===== config.mk =====
export PLATFORM = sky130hd
export DESIGN_NAME = fir_mac_scheduler
export DESIGN_NICKNAME = d
export VERILOG_FILES = /design/src/rtl/fir_mac_scheduler.sv
export SDC_FILE = /design/constraint.sdc
export NUM_CORES = 1
export LEC_CHECK = 0
export BUFFER_PORTS_ARGS = -buffer_cell sky130_fd_sc_hd__buf_2
export CAP_MARGIN = 10
export CELL_PAD_IN_SITES_DETAIL_PLACEMENT = 0
export CELL_PAD_IN_SITES_GLOBAL_PLACEMENT = 1
export CORE_MARGIN = 4
export CORE_UTILIZATION = 48
export CTS_CLUSTER_SIZE = 25
export DETAILED_ROUTE_END_ITERATION = 6
export MAX_ROUTING_LAYER = met4
export PLACE_DENSITY = 0.85
export SLEW_MARGIN = 5
export SYNTH_ARGS = -nofsm -noshare
export SYNTH_HDL_FRONTEND = slang
export SYNTH_SLANG_ARGS = --single-unit

===== constraint.sdc =====
create_clock -name clk -period 5.1 [get_ports clk]
set_clock_uncertainty 0.2 [all_clocks]
set_input_delay 1.275 -clock clk [delete_from_list [all_inputs] [get_ports clk]]
set_output_delay 1.275 -clock clk [all_outputs]
set_load 0.02 [all_outputs]

===== src/rtl/fir_mac_scheduler.sv =====
`default_nettype none
// ============================================================================
// fir_mac_scheduler : serial 9-tap FIR, one shared MAC, valid/ready on both sides
// Revision 1.0
// ============================================================================
module fir_mac_scheduler #(
  parameter int DW       = 4,
  parameter int CW       = 3,
  parameter int OW       = 10,
  parameter int COEF_RST = 1
) (
  input  logic          clk,
  input  logic          reset,
  input  logic          in_valid,
  output logic          in_ready,
  input  logic [DW-1:0] Data_in,
  input  logic          cfg_we,
  input  logic [3:0]    cfg_addr,
  input  logic [CW-1:0] cfg_data,
  output logic          cfg_drop,
  output logic          out_valid,
  input  logic          out_ready,
  output logic [OW-1:0] Data_out,
  output logic          busy
);

  localparam int TAPS = 9;
  localparam logic [3:0] LAST_IDX = 4'd8;

  typedef enum logic [1:0] {
    IDLE = 2'd0,
    MAC  = 2'd1,
    HOLD = 2'd2
  } state_t;

  state_t state;
  state_t state_next;

  logic [DW-1:0]    hist [TAPS];
  logic [CW-1:0]    coef [TAPS];
  logic [3:0]       idx;
  logic [OW-1:0]    acc;
  logic [OW-1:0]    acc_sum;
  logic [OW-1:0]    data_out_q;
  logic [DW-1:0]    tap_s;
  logic [CW-1:0]    tap_c;
  logic [DW+CW-1:0] prod;
  logic             cfg_in_range;

  assign cfg_in_range = (cfg_addr <= LAST_IDX);
  assign Data_out     = data_out_q;

  // Compare-based tap select keeps the mux free of out-of-range indexing.
  always_comb begin
    tap_s = '0;
    tap_c = '0;
    for (int k = 0; k < TAPS; k++) begin
      if (idx == 4'(k)) begin
        tap_s = hist[k];
        tap_c = coef[k];
      end
    end
  end

  assign prod    = {{CW{1'b0}}, tap_s} * {{DW{1'b0}}, tap_c};
  assign acc_sum = acc + {{(OW-DW-CW){1'b0}}, prod};

  always_ff @(posedge clk) begin
    if (!reset) begin
      state <= IDLE;
    end else begin
      state <= state_next;
    end
  end

  always_comb begin
    state_next = state;
    in_ready   = 1'b0;
    out_valid  = 1'b0;
    busy       = 1'b1;
    case (state)
      IDLE: begin
        in_ready = 1'b1;
        busy     = 1'b0;
        if (in_valid) begin
          state_next = MAC;
        end
      end
      MAC: begin
        if (idx == LAST_IDX) begin
          state_next = HOLD;
        end
      end
      HOLD: begin
        out_valid = 1'b1;
        if (out_ready) begin
          state_next = IDLE;
        end
      end
      default: begin
        state_next = IDLE;
      end
    endcase
  end

  always_ff @(posedge clk) begin
    if (!reset) begin
      for (int k = 0; k < TAPS; k++) begin
        hist[k] <= '0;
        coef[k] <= CW'(COEF_RST);
      end
      acc        <= '0;
      idx        <= '0;
      data_out_q <= '0;
      cfg_drop   <= 1'b0;
    end else begin
      // Only in-range writes that arrive while busy are reported as dropped.
      cfg_drop <= cfg_we && cfg_in_range && (state != IDLE);
      case (state)
        IDLE: begin
          if (cfg_we && cfg_in_range) begin
            for (int k = 0; k < TAPS; k++) begin
              if (cfg_addr == 4'(k)) begin
                coef[k] <= cfg_data;
              end
            end
          end
          if (in_valid) begin
            hist[0] <= Data_in;
            for (int k = 1; k < TAPS; k++) begin
              hist[k] <= hist[k-1];
            end
            acc <= '0;
            idx <= '0;
          end
        end
        MAC: begin
          acc <= acc_sum;
          idx <= idx + 4'd1;
          if (idx == LAST_IDX) begin
            data_out_q <= acc_sum;
          end
        end
        default: begin
        end
      endcase
    end
  end

endmodule
`default_nettype wire


Yosys cells after proc, flatten, opt, wreduce, memory -nomap -nowiden
Memories as Yosys holds them, arrays and structs flattened.
Cells that the tools add are included.
{ "classes": {"bitwise": 18, "n_reduce_logical": 10, "mul": 1, "eq_ne": 21, "order_cmp": 1, "addsub": 2, "muxes": 97} }
{ "ops": {"columns": ["cell", "n"], "rows": [
  ["two-way mux 4 bit", 19],
  ["two-way mux 3 bit", 18],
  ["two-way mux 1 bit", 53],
  ["equality test 4 x 3 -> 1 bit (second input constant)", 8],
  ["one-hot mux 10 bit (2 select lines)", 1],
  ["OR 1 bit", 18],
  ["equality test 4 x 2 -> 1 bit (second input constant)", 4],
  ["adder 10 x 7 -> 10 bit", 1],
  ["two-way mux 10 bit", 1],
  ["equality test 4 x 1 -> 1 bit (second input constant)", 2],
  ["equality test 4 bit (second input constant)", 2],
  ["zero test 4 bit", 2],
  ["one-hot mux 4 bit (2 select lines)", 1],
  ["multiplier 4 x 3 -> 7 bit", 1],
  ["two-way mux 2 bit", 3],
  ["!= test 2 bit (second input constant)", 3],
  ["one-hot mux 2 bit (3 select lines)", 1],
  ["adder 4 x 1 -> 4 bit (second input constant)", 1],
  ["<= comparator 4 bit (second input constant)", 1],
  ["AND reduction 2 bit", 2],
  ["nonzero test 2 bit", 2],
  ["AND reduction 3 bit", 1],
  ["equality test 2 x 1 -> 1 bit (second input constant)", 1],
  ["equality test 2 bit (second input constant)", 1],
  ["2 further kinds", 3]
]} }
{ "totals": {"ramBits": 63, "input_bits": 16, "memories": 2, "output_inout_bits": 14, "ff_bits": 27} }
{ "memory_table": {"columns": ["memory", "depth", "word_bits", "rd", "rd_ports_with_merged_regs", "write_ports", "line_no", "rtl"], "rows": [
  ["hist", 9, 4, 9, 0, 9, "39", "logic [DW-1:0] hist [TAPS];"],
  ["coef", 9, 3, 9, 0, 9, "40", "logic [CW-1:0] coef [TAPS];"]
]} }

Depth between registers and ports, before layout
Gate-level depths: netlist (run 1).
{ "logic_depth": {"depth_word": 13, "mapped_depth": 18, "depth_no_buf": 15} }

Least setup slack after synthesis (run 1)
Ideal clock, no wire load.
{ "synth_timing": {"kind": "reg2reg", "from": "reg idx[0]", "to": "reg acc[9]", "t_arrival_ns": 4.158, "period_less_slack_ns": 4.454, "n_path_buf": 2, "setup_slack_ns": 0.646, "stages_incl_launch_ff": 18, "required_ns": 4.805, "setup_time_ns": 0.095, "path_cell_list": "dfxtp_1 -> inv_1 -> ha_1 -> buf_2 -> nor2b_4 -> buf_6 -> a221o_1 -> a221oi_2 -> nor2_1 -> fa_1 -> inv_1 -> fa_1 -> inv_1 -> ha_1 -> nor2b_1 -> o31a_1 -> o211a_1 -> o311ai_1"} }
{ "synth_between": {"elab_chain_len": 13} }
{ "synth_rtl": {"columns": ["element", "line_no", "rtl"], "rows": [
  ["start, declared", "41", "logic [3:0] idx;"],
  ["start signal, assigned", "139", "idx <= idx + 4'd1;"],
  ["zero test 4 bit", "58", "if (idx == 4'(k)) begin"],
  ["two-way mux 4 bit / two-way mux 3 bit (equally long branches) (9 in a row)", "58", null],
  ["multiplier 4 x 3 -> 7 bit (*)", "65", "assign prod = {{CW{1'b0}}, tap_s} * {{DW{1'b0}}, tap_c};"],
  ["adder 10 x 7 -> 10 bit (*)", "66", "assign acc_sum = acc + {{(OW-DW-CW){1'b0}}, prod};"],
  ["one-hot mux 10 bit (2 select lines) (*)", "119", "case (state)"],
  ["end signal, assigned", "138", "acc <= acc_sum;"],
  ["end, declared", "42", "logic [OW-1:0] acc;"]
]} }
Every way passes the cells marked *; elsewhere a longest branch is shown, timed or not.
A chain may end at the register's enable or synchronous reset.

Worst setup path after layout (run 1)
{ "layout_timing": {"from": "reg idx[1]", "to": "reg data_out_q[7], in the netlist Data_out[7]"} }
{ "layout_between": {"elab_chain_len": 12} }
{ "layout_rtl": {"columns": ["element", "line_no", "rtl"], "rows": [
  ["zero test 4 bit", "58", null],
  ["two-way mux 4 bit / two-way mux 3 bit (equally long branches) (9 in a row)", "58", null],
  ["multiplier 4 x 3 -> 7 bit", "65", null],
  ["adder 10 x 7 -> 10 bit", "66", null],
  ["end signal, assigned", "141", "data_out_q <= acc_sum;"],
  ["end, declared", "44", "logic [OW-1:0] data_out_q;"]
]} }
Several ways; a longest one is shown, not always the timed one.

==> results.md, run 1 <==
- Status: completed
- Clk_lat worst skew: 0.36 ns
- Hold Vio Cnt, Final: 0
- Peak supply drop: 173 uV
- Synth Instances: approximately 450
- Main area contributors after synthesis: edfxtp_1, dfxtp_1, and2_1
- Max_cap viols: 0
- Largest net degree at the start of global routing: 51
- Initial Util: 0.493
- Pleak: 2.00 nW
- Fin nets: roughly 500
- Top cells by count, synth: edfxtp_1, and2_1, dfxtp_1
- Sequential-to-total area share from yosys stat: 0.505
- Max Clk Rate: 207 MHz
- Syn Nets: 485
- CP cell instances: inv_1 -> ha_1 -> nor4bb_2 -> buf_4 -> o2bb2ai_1 -> a221oi_2 -> or2_1 -> fa_1 -> inv_1 -> fa_1 -> inv_1 -> fa_1 -> nor2b_1 -> o31a_1 -> o22a_1 -> o211ai_1
- CP max stage cell: fa_1
- Top-count cell post-synth: edfxtp_1
- Synth top area share: 0.393
- Die span in y: around 110 microns
- Die footprint: 11700 sq um
- First-pass GRT wire length: 16.7 mm
- Critical-path maximum fanout: 9
- Area Growth Syn to Fin: 9.58%
- Vias per cell: 5.65
- Drt pass-1 iters: 4
- Most used DFF post-synth: edfxtp_1
- R2r worst-path depth: 16
- Total Neg Setup Slack: 0 ns
- Share of layout cells above drive strength 1: 0.148
- Crit Reg-Reg Endpoint: Data_out[7]$_SDFFE_PN0P_
- DR vias: 3416
- Vias in the first global route: ~3300
- Wire per inst: roughly 17 microns
- DR DRC count: 0
- Dpl cell area: 5060 sq um
- Final min period: 4.84 ns
- Stages on the worst setup path: 16
- Clock-pin slew of the registers on the worst-case setup and hold paths: 0.09 ns
- Synthesized flop and latch total: 90
- Rel. slew slack: 0.156
- Clock buffer depth: 2
- Critical path buffer and inverter count: 4
- Delay-heaviest family, CP: adder cells
- Critical Path Sink Type: flip-flop
- Hold path cells: 2
- Worst reg2reg startpoint: idx[1]$_SDFFE_PN0P_
- GPL Wtd Cong: 0.910
- Post-CTS Resized: 0
- Largest stage delay, worst path: around 0.54 ns
- Critical path class: reg2reg
- Pwr per Cell Area: 295 nW/um^2
- RSZ-0062 raised after global routing: false
- H-tree depth: 3
- Number of synthesis warnings: 0
- Worst hold path startpoint: Data_out[4]$_SDFFE_PN0P_
- Util after Layout: 0.540
- # diodes: 0
- Design area: about 5300 sq um
- WL final: 10.2 mm
- Critical Path RT: 5.14 ns
- Synthesized cell area: 4820 sq um
- WHS Endpoint: Data_out[4]$_SDFFE_PN0P_
- Starting DRT DRC Count: 185
- DRT antenna net count: 0
- Startpoint types: flip-flop
- Tightest Pin Transition: approximately 1.3 ns
- CTS buffer count: 9
- Number of flops mapped to enable cells by yosys: 63
- Hold Crit Class: reg2reg
- Clock Sinks: 90
- Grt ovf: 0
- Fraction of registers with async set/reset: 0
- # port buffers: 29
- Unique masters post-synth: 63
- Cts hold-fix bufs: 0
- Average size of a mapped cell: 10.8 sq um
- I/O pins: 30
- Clk root buf: clkbuf_8
- Data arrival, critical path: 4.88 ns
- Setup Viol. Count Final: 0
- Post-CTS setup buffers: 0
- Initial antenna violation count: 0
- Row cnt: 36
- R2r setup slk: 0.26 ns
- DP HPWL: around 7.1 mm
- Die X: between 100 and 150 microns
- CTS tree: done
- Core Area: about 10000 sq um
- Synth area leader: edfxtp_1
- Slew Viols, Final: 0
- Total Routing Usage GR: 0.190
- Final period util: 0.949
- Pwr Total: 1.56 mW
state kept, by name, summed over array words and instances, names as in the netlist:
register / cells
state: 2
idx: 4
acc: 10
hist: 36
cfg_drop: 1
coef: 27
Data_out: 10
where the power goes:
part / internal (mW) / switching (mW)
Combinational: 0.0753 / 0.114
Clock: 0.278 / 0.254
Sequential: 0.819 / 0.0195
layout by cell type (no fill, tap or decap), types with 8 or more instances in the layout:
cell type  synthesis  routed
ha_1              14      14
buf_2              4      29
nand2_1           25      25
edfxtp_1          63      63
clkbuf_8           0       9
nor2b_1           26      26
nand3_1           21      21
and2_1            38      38
nor3b_1            8       8
nand2b_1           8       8
dfxtp_1           27      27
inv_1             22      22
nor2_1            18      18
nor3_1            10      10
o21ai_0           20      20
worst reg2reg max path, cell delays in order (launching register included):
cell       delay, ns
dfxtp_1         0.41
inv_1           0.08
ha_1            0.33
nor4bb_2        0.46
buf_4           0.22
o2bb2ai_1       0.13
a221oi_2        0.11
or2_1           0.27
fa_1            0.54
inv_1           0.06
fa_1            0.53
inv_1           0.07
fa_1            0.47
nor2b_1         0.19
o31a_1          0.34
o22a_1          0.23
o211ai_1        0.10
per-layer routing:
metal | GRT usage | up-vias | wire [microns]
met5 | - | - | 0
met4 | 0.0577 | 0 | 132
met3 | 0.0388 | 13 | 529
met2 | 0.282 | 94 | 4680
met1 | 0.263 | 1646 | 4820
li1 | - | 1663 | -
layout make-up:
class	count	area [sq um]
clock buffer	10	128
clock inverter	6	90.1
fill	895	4490
inverter	23	91.3
multi-input combinational	307	2180
sequential	90	2430
tap	133	166
timing repair buffer	36	198
cell families after synthesis:
group | share of synthesized area
simple gates | 0.212
compound gates | 0.167
flops | 0.505
buf+inv | 0.0452
fa+ha+maj | 0.0654
mux | 0.00467
xor+xnor | 0.00182
worst max path at each step:
stage | from | end | slack, ns
floorplan | idx[0]$_SDFFE_PN0P_ | acc[9]$_SDFFE_PN0P_ | 0.65
global placement | idx[1]$_SDFFE_PN0P_ | acc[9]$_SDFFE_PN0P_ | 0.37
detailed placement | idx[1]$_SDFFE_PN0P_ | Data_out[7]$_SDFFE_PN0P_ | 0.24
CTS | idx[1]$_SDFFE_PN0P_ | Data_out[7]$_SDFFE_PN0P_ | 0.22
global route | idx[1]$_SDFFE_PN0P_ | Data_out[7]$_SDFFE_PN0P_ | 0.02
finish | idx[1]$_SDFFE_PN0P_ | Data_out[7]$_SDFFE_PN0P_ | 0.26
per-stage QoR:
stage | std cells | hold WS [ns] | worst slack [ns]
after CTS | 605 | 0.268 | 0.223
after floorplan | 448 | 0.243 | 0.646
after global routing | 605 | 0.288 | 0.0202
after detailed placement | 589 | 0.256 | 0.239
after global placement | 589 | 0.251 | 0.374
final | 605 | 0.268 | 0.262
No activity file was read; power rests on OpenSTA's default activity.
==> inputs of run 2 (changes only) <==
- PLACE_DENSITY: 0.85 -> not set
- PLACE_DENSITY_LB_ADDON: not set -> 0.15
==> run 2 against run 1 <==
Against the previous run: sequential share of layout area is 0.25 points higher; worst setup slack better by 0.053 ns; first-iteration DRC count is 1.1% higher; via count is 0.26% lower; maximum frequency is 1.1% higher; critical path type unchanged; count of clock-buffer cells in the layout is 1 lower; combinational power hardly changed; die area stayed put; sequential power hardly changed; sequential cell count stayed put; wire length is 2.6% higher; largest power group unchanged; register-to-register slack better by 0.05 ns.
==> results.md, run 2 (synthesis gave the netlist of run 1 again) <==
- Data arrival, critical path: 4.85 ns (was 4.88 ns)
- Clk root buf: clkbuf_8 (unchanged)
- Max FFs per register: 36 (unchanged)
- RSZ-0062 raised after global routing: false (unchanged)
- Setup Viol. Count Final: 0 (unchanged)
- Wire per inst: 17.2 microns (was 16.8 microns)
- Drt pass-1 iters: 4 (unchanged)
- Clock-pin slew of the registers on the worst-case setup and hold paths: 0.10 ns (was 0.09 ns)
- Largest stage delay, worst path: 0.51 ns (was 0.54 ns)
- Rel. slew slack: 0.347 (was 0.156)
- CP cell instances: ha_1 -> or2_1 -> a221o_1 -> a221oi_2 -> nor2_1 -> fa_1 -> inv_1 -> fa_1 -> inv_1 -> ha_1 -> nor2b_1 -> o31a_1 -> o211a_1 -> o311ai_1 (was inv_1 -> ha_1 -> nor4bb_2 -> buf_4 -> o2bb2ai_1 -> a221oi_2 -> or2_1 -> fa_1 -> inv_1 -> fa_1 -> inv_1 -> fa_1 -> nor2b_1 -> o31a_1 -> o22a_1 -> o211ai_1)
- GPL Wtd Cong: 0.838 (was 0.910)
- Post-CTS Resized: 0 (unchanged)
- Row cnt: 36 (unchanged)
- WHS Endpoint: Data_out[4]$_SDFFE_PN0P_ (unchanged)
- Slack of the critical path: 0.315 ns (was 0.262 ns)
- DRT antenna net count: 0 (unchanged)
- Status: completed (unchanged)
- Crit Reg-Reg Endpoint: acc[9]$_SDFFE_PN0P_ (was Data_out[7]$_SDFFE_PN0P_)
- R2r worst-path depth: 14 (was 16)
- Grt ovf: 0 (unchanged)
- Fin nets: 506 (was 504)
- Critical Path RT: 5.17 ns (was 5.14 ns)
- # diodes: 0 (unchanged)
- Pwr per Cell Area: 280 nW/um^2 (was 295 nW/um^2)
- Worst reg2reg startpoint: idx[0]$_SDFFE_PN0P_ (was idx[1]$_SDFFE_PN0P_)
- Worst hold path startpoint: Data_out[4]$_SDFFE_PN0P_ (unchanged)
- Max_cap viols: 0 (unchanged)
- Die footprint: 11700 sq um (unchanged)
- Starting DRT DRC Count: 187 (was 185)
- CP max stage cell: fa_1 (unchanged)
- Core Area: 9770 sq um (unchanged)
- Max Clk Rate: 209 MHz (was 207 MHz)
- Hold Crit Class: reg2reg (unchanged)
- Clk_lat worst skew: 0.36 ns (about the same)
- Commonest cells after routing, fill and taps aside: edfxtp_1, and2_1, buf_2, dfxtp_1, nor2b_1 (unchanged)
- Critical-path maximum fanout: 12 (was 9)
- Total Routing Usage GR: 0.196 (was 0.190)
- DR DRC count: 0 (unchanged)
- Largest net degree at the start of global routing: 37 (was 51)
- Met2 wire length: 4.82 mm (was 4.68 mm)
- CTS tree: done (unchanged)
- Tightest Pin Transition: 0.980 ns (was 1.26 ns)
- Critical path class: reg2reg (unchanged)
- DR vias: 3407 (was 3416)
- H-tree depth: 3 (unchanged)
- Clock Sinks: 90 (unchanged)
- Final min period: 4.79 ns (was 4.84 ns)
- Top routing layer used: met4 (unchanged)
- Clock buffer depth: 2 (unchanged)
- Cts hold-fix bufs: 0 (unchanged)
- First-pass GRT wire length: 17.1 mm (was 16.7 mm)
- Met1 Wirelength: 5.04 mm (was 4.82 mm)
- WL final: 10.4 mm (was 10.2 mm)
- R2r setup slk: 0.31 ns (was 0.26 ns)
- Area Growth Syn to Fin: 8.98% (was 9.58%)
- I/O pins: 30 (unchanged)
- # port buffers: 29 (unchanged)
- Pleak: 1.99 nW (was 2.00 nW)
- Largest register by flop count: hist (unchanged)
- Die X: 108 microns (unchanged)
- Initial antenna violation count: 0 (unchanged)
- Most common cell after layout, fill and taps aside: edfxtp_1 (unchanged)
- Initial Util: 0.493 (unchanged)
- Startpoint types: flip-flop (unchanged)
- Total Neg Setup Slack: 0 ns (unchanged)
- Post-CTS setup buffers: 0 (unchanged)
- Peak supply drop: 139 uV (was 173 uV)
- Final period util: 0.938 (was 0.949)
- Critical Path Sink Type: flip-flop (unchanged)
- Die span in y: 108 microns (unchanged)
- # fillers: 908 (was 895)
- Top flop regs: hist (36), coef (27) (unchanged)
- Hold path cells: 2 (unchanged)
- DP HPWL: 7.46 mm (was 7.12 mm)
- Placement Setup Slack: 0.305 ns (was 0.239 ns)
- Vias in the first global route: 3333 (was 3281)
- Hold Vio Cnt, Final: 0 (unchanged)
- CTS buffer count: 9 (unchanged)
- Slew Viols, Final: 0 (unchanged)
- Share of layout cells above drive strength 1: 0.152 (was 0.148)
- Vias per cell: 5.61 (was 5.65)
- Met3 WL: 469 microns (was 529 microns)
run 2: worst max-delay path by stage:
stage	from	end	slack, ns	depth (start not counted)
finish	idx[0]$_SDFFE_PN0P_	acc[9]$_SDFFE_PN0P_	0.31	14
global route	idx[0]$_SDFFE_PN0P_	acc[6]$_SDFFE_PN0P_	0.03	14
CTS	idx[0]$_SDFFE_PN0P_	acc[9]$_SDFFE_PN0P_	0.26	14
detailed placement	idx[0]$_SDFFE_PN0P_	acc[9]$_SDFFE_PN0P_	0.30	14
global placement	idx[0]$_SDFFE_PN0P_	acc[9]$_SDFFE_PN0P_	0.39	14
floorplan	idx[0]$_SDFFE_PN0P_	acc[9]$_SDFFE_PN0P_	0.65	17
run 2: area by class of cell:
| class | count | area, sq um | share of cell area |
|---|---|---|---|
| Sequential cell | 90 | 2430 | 0.463 |
| Multi-Input combinational cell | 307 | 2170 | 0.414 |
| Timing Repair Buffer | 38 | 213 | 0.0405 |
| Tap cell | 133 | 166 | 0.0317 |
| Clock buffer | 9 | 124 | 0.0236 |
| Inverter | 23 | 91.3 | 0.0174 |
| Clock inverter | 7 | 53.8 | 0.0102 |
run 2: metal layers:
layer,track usage,vias to the layer above
li1,-,1668
met1,0.272,1646
met2,0.298,85
met3,0.0364,8
met4,0.0505,0
met5,-,-
run 2: through the flow:
stage | power (mW) | util | hold slack (ns) | area (sq um) | instances
2_1_floorplan | 0.993 | - | 0.243 | 4820 | 448
3_3_place_gp | 1.04 | 0.519 | 0.247 | 5070 | 591
3_5_place_dp | 1.04 | 0.519 | 0.256 | 5070 | 591
4_1_cts | 1.48 | 0.537 | 0.278 | 5250 | 607
5_1_grt | 1.54 | 0.537 | 0.305 | 5250 | 607
6_report | 1.47 | 0.537 | 0.273 | 5250 | 607
run 2: worst max-delay path, delay by kind of cell, from the launching register on:
family / cells / cell delay [ns]
buffers and inverters: 2 / 0.09
adder cells (fa/ha/maj): 4 / 1.74
AND/OR/NAND/NOR: 3 / 0.67
flip-flops: 1 / 0.37
AO/OA/AOI/OAI: 5 / 1.63
run 2: power breakdown:
group	total (mW)	leakage (nW)	internal, mW	switching, mW
registers	0.839	0.862	0.819	0.0206
clock network	0.440	0.0835	0.179	0.261
logic	0.189	1.04	0.0751	0.114
total	1.47	1.99	1.07	0.395
==> inputs of run 3 (changes only) <==
- CAP_MARGIN: 10 -> 20
- CTS_BUF_LIST: not set -> sky130_fd_sc_hd__clkbuf_4
==> run 3 against run 2 <==
Against the previous run: design area shrank 1.1%; core utilization shrank 0.58 points; hold slack gained 0.0047 ns; critical path type unchanged.
==> results.md, run 3 (synthesis gave the netlist of run 1 again) <==
- GPL Wtd Cong: 0.838 (unchanged)
- CTS tree: done (unchanged)
- Die X: 108 microns (unchanged)
- Wire per inst: 17.0 microns (was 17.2 microns)
- Critical-path maximum fanout: 13 (was 12)
- Vias in the first global route: 3295 (was 3333)
- Post-CTS setup buffers: 0 (unchanged)
- Vias per cell: 5.60 (was 5.61)
- # fillers: 912 (was 908)
- Largest stage delay, worst path: 0.53 ns (was 0.51 ns)
- CP cell instances: ha_1 -> buf_4 -> nor3b_1 -> nor3_1 -> a221oi_2 -> or2_1 -> fa_1 -> inv_1 -> fa_1 -> inv_1 -> fa_1 -> nor2b_1 -> o31a_1 -> o211a_1 -> o311ai_1 (was ha_1 -> or2_1 -> a221o_1 -> a221oi_2 -> nor2_1 -> fa_1 -> inv_1 -> fa_1 -> inv_1 -> ha_1 -> nor2b_1 -> o31a_1 -> o211a_1 -> o311ai_1)
- DP HPWL: 7.46 mm (unchanged)
- Clock-pin slew of the registers on the worst-case setup and hold paths: 0.14 ns (was 0.10 ns)
- Top flop regs: hist (36), coef (27) (unchanged)
- Critical Path Sink Type: flip-flop (unchanged)
- Util after Layout: 0.532 (was 0.537)
- Rel. slew slack: 0.356 (was 0.347)
- Tightest Pin Transition: 0.966 ns (was 0.980 ns)
- Largest net degree at the start of global routing: 37 (unchanged)
- Share of layout cells above drive strength 1: 0.152 (unchanged)
- Initial antenna violation count: 0 (unchanged)
- First-pass GRT wire length: 17.0 mm (was 17.1 mm)
- Largest register by flop count: hist (unchanged)
- Most common cell after layout, fill and taps aside: edfxtp_1 (unchanged)
- Critical path buffer and inverter count: 3 (was 2)
- Final min period: 4.76 ns (was 4.79 ns)
- Slew Viols, Final: 0 (unchanged)
- Final Non-Filler Cells: 607 (unchanged)
- RSZ-0062 raised after global routing: false (unchanged)
- Critical path class: reg2reg (unchanged)
- Final period util: 0.934 (was 0.938)
- Die span in y: 108 microns (unchanged)
- # port buffers: 29 (unchanged)
- Row cnt: 36 (unchanged)
- Max FFs per register: 36 (unchanged)
- Grt ovf: 0 (unchanged)
- Pwr Total: 1.38 mW (was 1.47 mW)
- I/O pins: 30 (unchanged)
- Fin nets: 506 (unchanged)
- Slack of the critical path: 0.336 ns (was 0.315 ns)
- Max Clk Rate: 210 MHz (was 209 MHz)
- Total Routing Usage GR: 0.194 (was 0.196)
- CTS buffer count: 9 (unchanged)
- Pleak: 1.96 nW (was 1.99 nW)
- Clk_lat worst skew: 0.44 ns (was 0.36 ns)
- Initial Util: 0.493 (unchanged)
- Clock Sinks: 90 (unchanged)
- Delay-heaviest family, CP: adder cells (unchanged)
- Setup Viol. Count Final: 0 (unchanged)
- Clock buffer depth: 2 (unchanged)
- Cts hold-fix bufs: 0 (unchanged)
- DR vias: 3397 (was 3407)
- Hold Vio Cnt, Final: 0 (unchanged)
- Commonest cells after routing, fill and taps aside: edfxtp_1, and2_1, buf_2, dfxtp_1, nor2b_1 (unchanged)
- CP most frequent cell: fa_1
- # diodes: 0 (unchanged)
- Data arrival, critical path: 4.88 ns (was 4.85 ns)
- Max_cap viols: 0 (unchanged)
- Hold Crit Class: reg2reg (unchanged)
- CP max stage cell: fa_1 (unchanged)
- DR DRC count: 0 (unchanged)
- WL final: 10.3 mm (was 10.4 mm)
- Post-CTS Resized: 0 (unchanged)
- Die footprint: 11700 sq um (unchanged)
- Startpoint types: flip-flop (unchanged)
- Total Neg Setup Slack: 0 ns (unchanged)
- Critical Path RT: 5.22 ns (was 5.17 ns)
- Area Growth Syn to Fin: 7.81% (was 8.98%)
- Pwr per Cell Area: 265 nW/um^2 (was 280 nW/um^2)
- Dpl cells: 591 (unchanged)
- H-tree depth: 3 (unchanged)
- Status: completed (unchanged)
- Clk root buf: clkbuf_4 (was clkbuf_8)
- DRT antenna net count: 0 (unchanged)
- Drt pass-1 iters: 4 (unchanged)
- Core Area: 9770 sq um (unchanged)
- Starting DRT DRC Count: 192 (was 187)
- Peak supply drop: 121 uV (was 139 uV)
- Placement Setup Slack: 0.305 ns (unchanged)
-- run 3: final cells by class --
| type | count | area (sq um) | share of cell area |
|---|---|---|---|
| timing repair buffer | 38 | 213 | 0.0409 |
| multi-input combinational | 307 | 2170 | 0.418 |
| tap | 133 | 166 | 0.0320 |
| clock inverter | 7 | 53.8 | 0.0104 |
| clock buffer | 9 | 67.6 | 0.0130 |
| sequential | 90 | 2430 | 0.468 |
| inverter | 23 | 91.3 | 0.0176 |
-- run 3: tightest hold or removal path, delay by kind of cell (launching register included) --
family / cells / cell delay, ns
and+or+nand+nor: 1 / 0.05
AOI/OAI and AO/OA: 1 / 0.07
DFF: 1 / 0.33
-- run 3: where the power goes --
part,internal (mW),leakage (nW),switching [mW]
sequential,0.819,0.862,0.0201
clock,0.103,0.0602,0.246
combinational,0.0750,1.04,0.113
total,0.997,1.96,0.380
-- run 3: through the flow --
stage / cell area, sq um / hold slack, ns
CTS: 5190 / 0.281
global route: 5200 / 0.302
finish: 5200 / 0.278
floorplan: 4820 / 0.243
global placement: 5070 / 0.247
detailed placement: 5070 / 0.256
-- run 3: final timing paths --
kind / end / cells after the start / from / slack, ns
max: acc[9]$_SDFFE_PN0P_ / 15 / idx[0]$_SDFFE_PN0P_ / 0.34
min reg2reg: acc[5]$_SDFFE_PN0P_ / 2 / acc[5]$_SDFFE_PN0P_ / 0.28
max reg2reg: acc[9]$_SDFFE_PN0P_ / 15 / idx[0]$_SDFFE_PN0P_ / 0.34
min: acc[5]$_SDFFE_PN0P_ / 2 / acc[5]$_SDFFE_PN0P_ / 0.28
-- run 3: routing by layer --
layer,global-route usage,part of all wire
met1,0.275,0.48
met2,0.291,0.45
met3,0.0275,0.054
met4,0.0559,0.014
met5,-,0
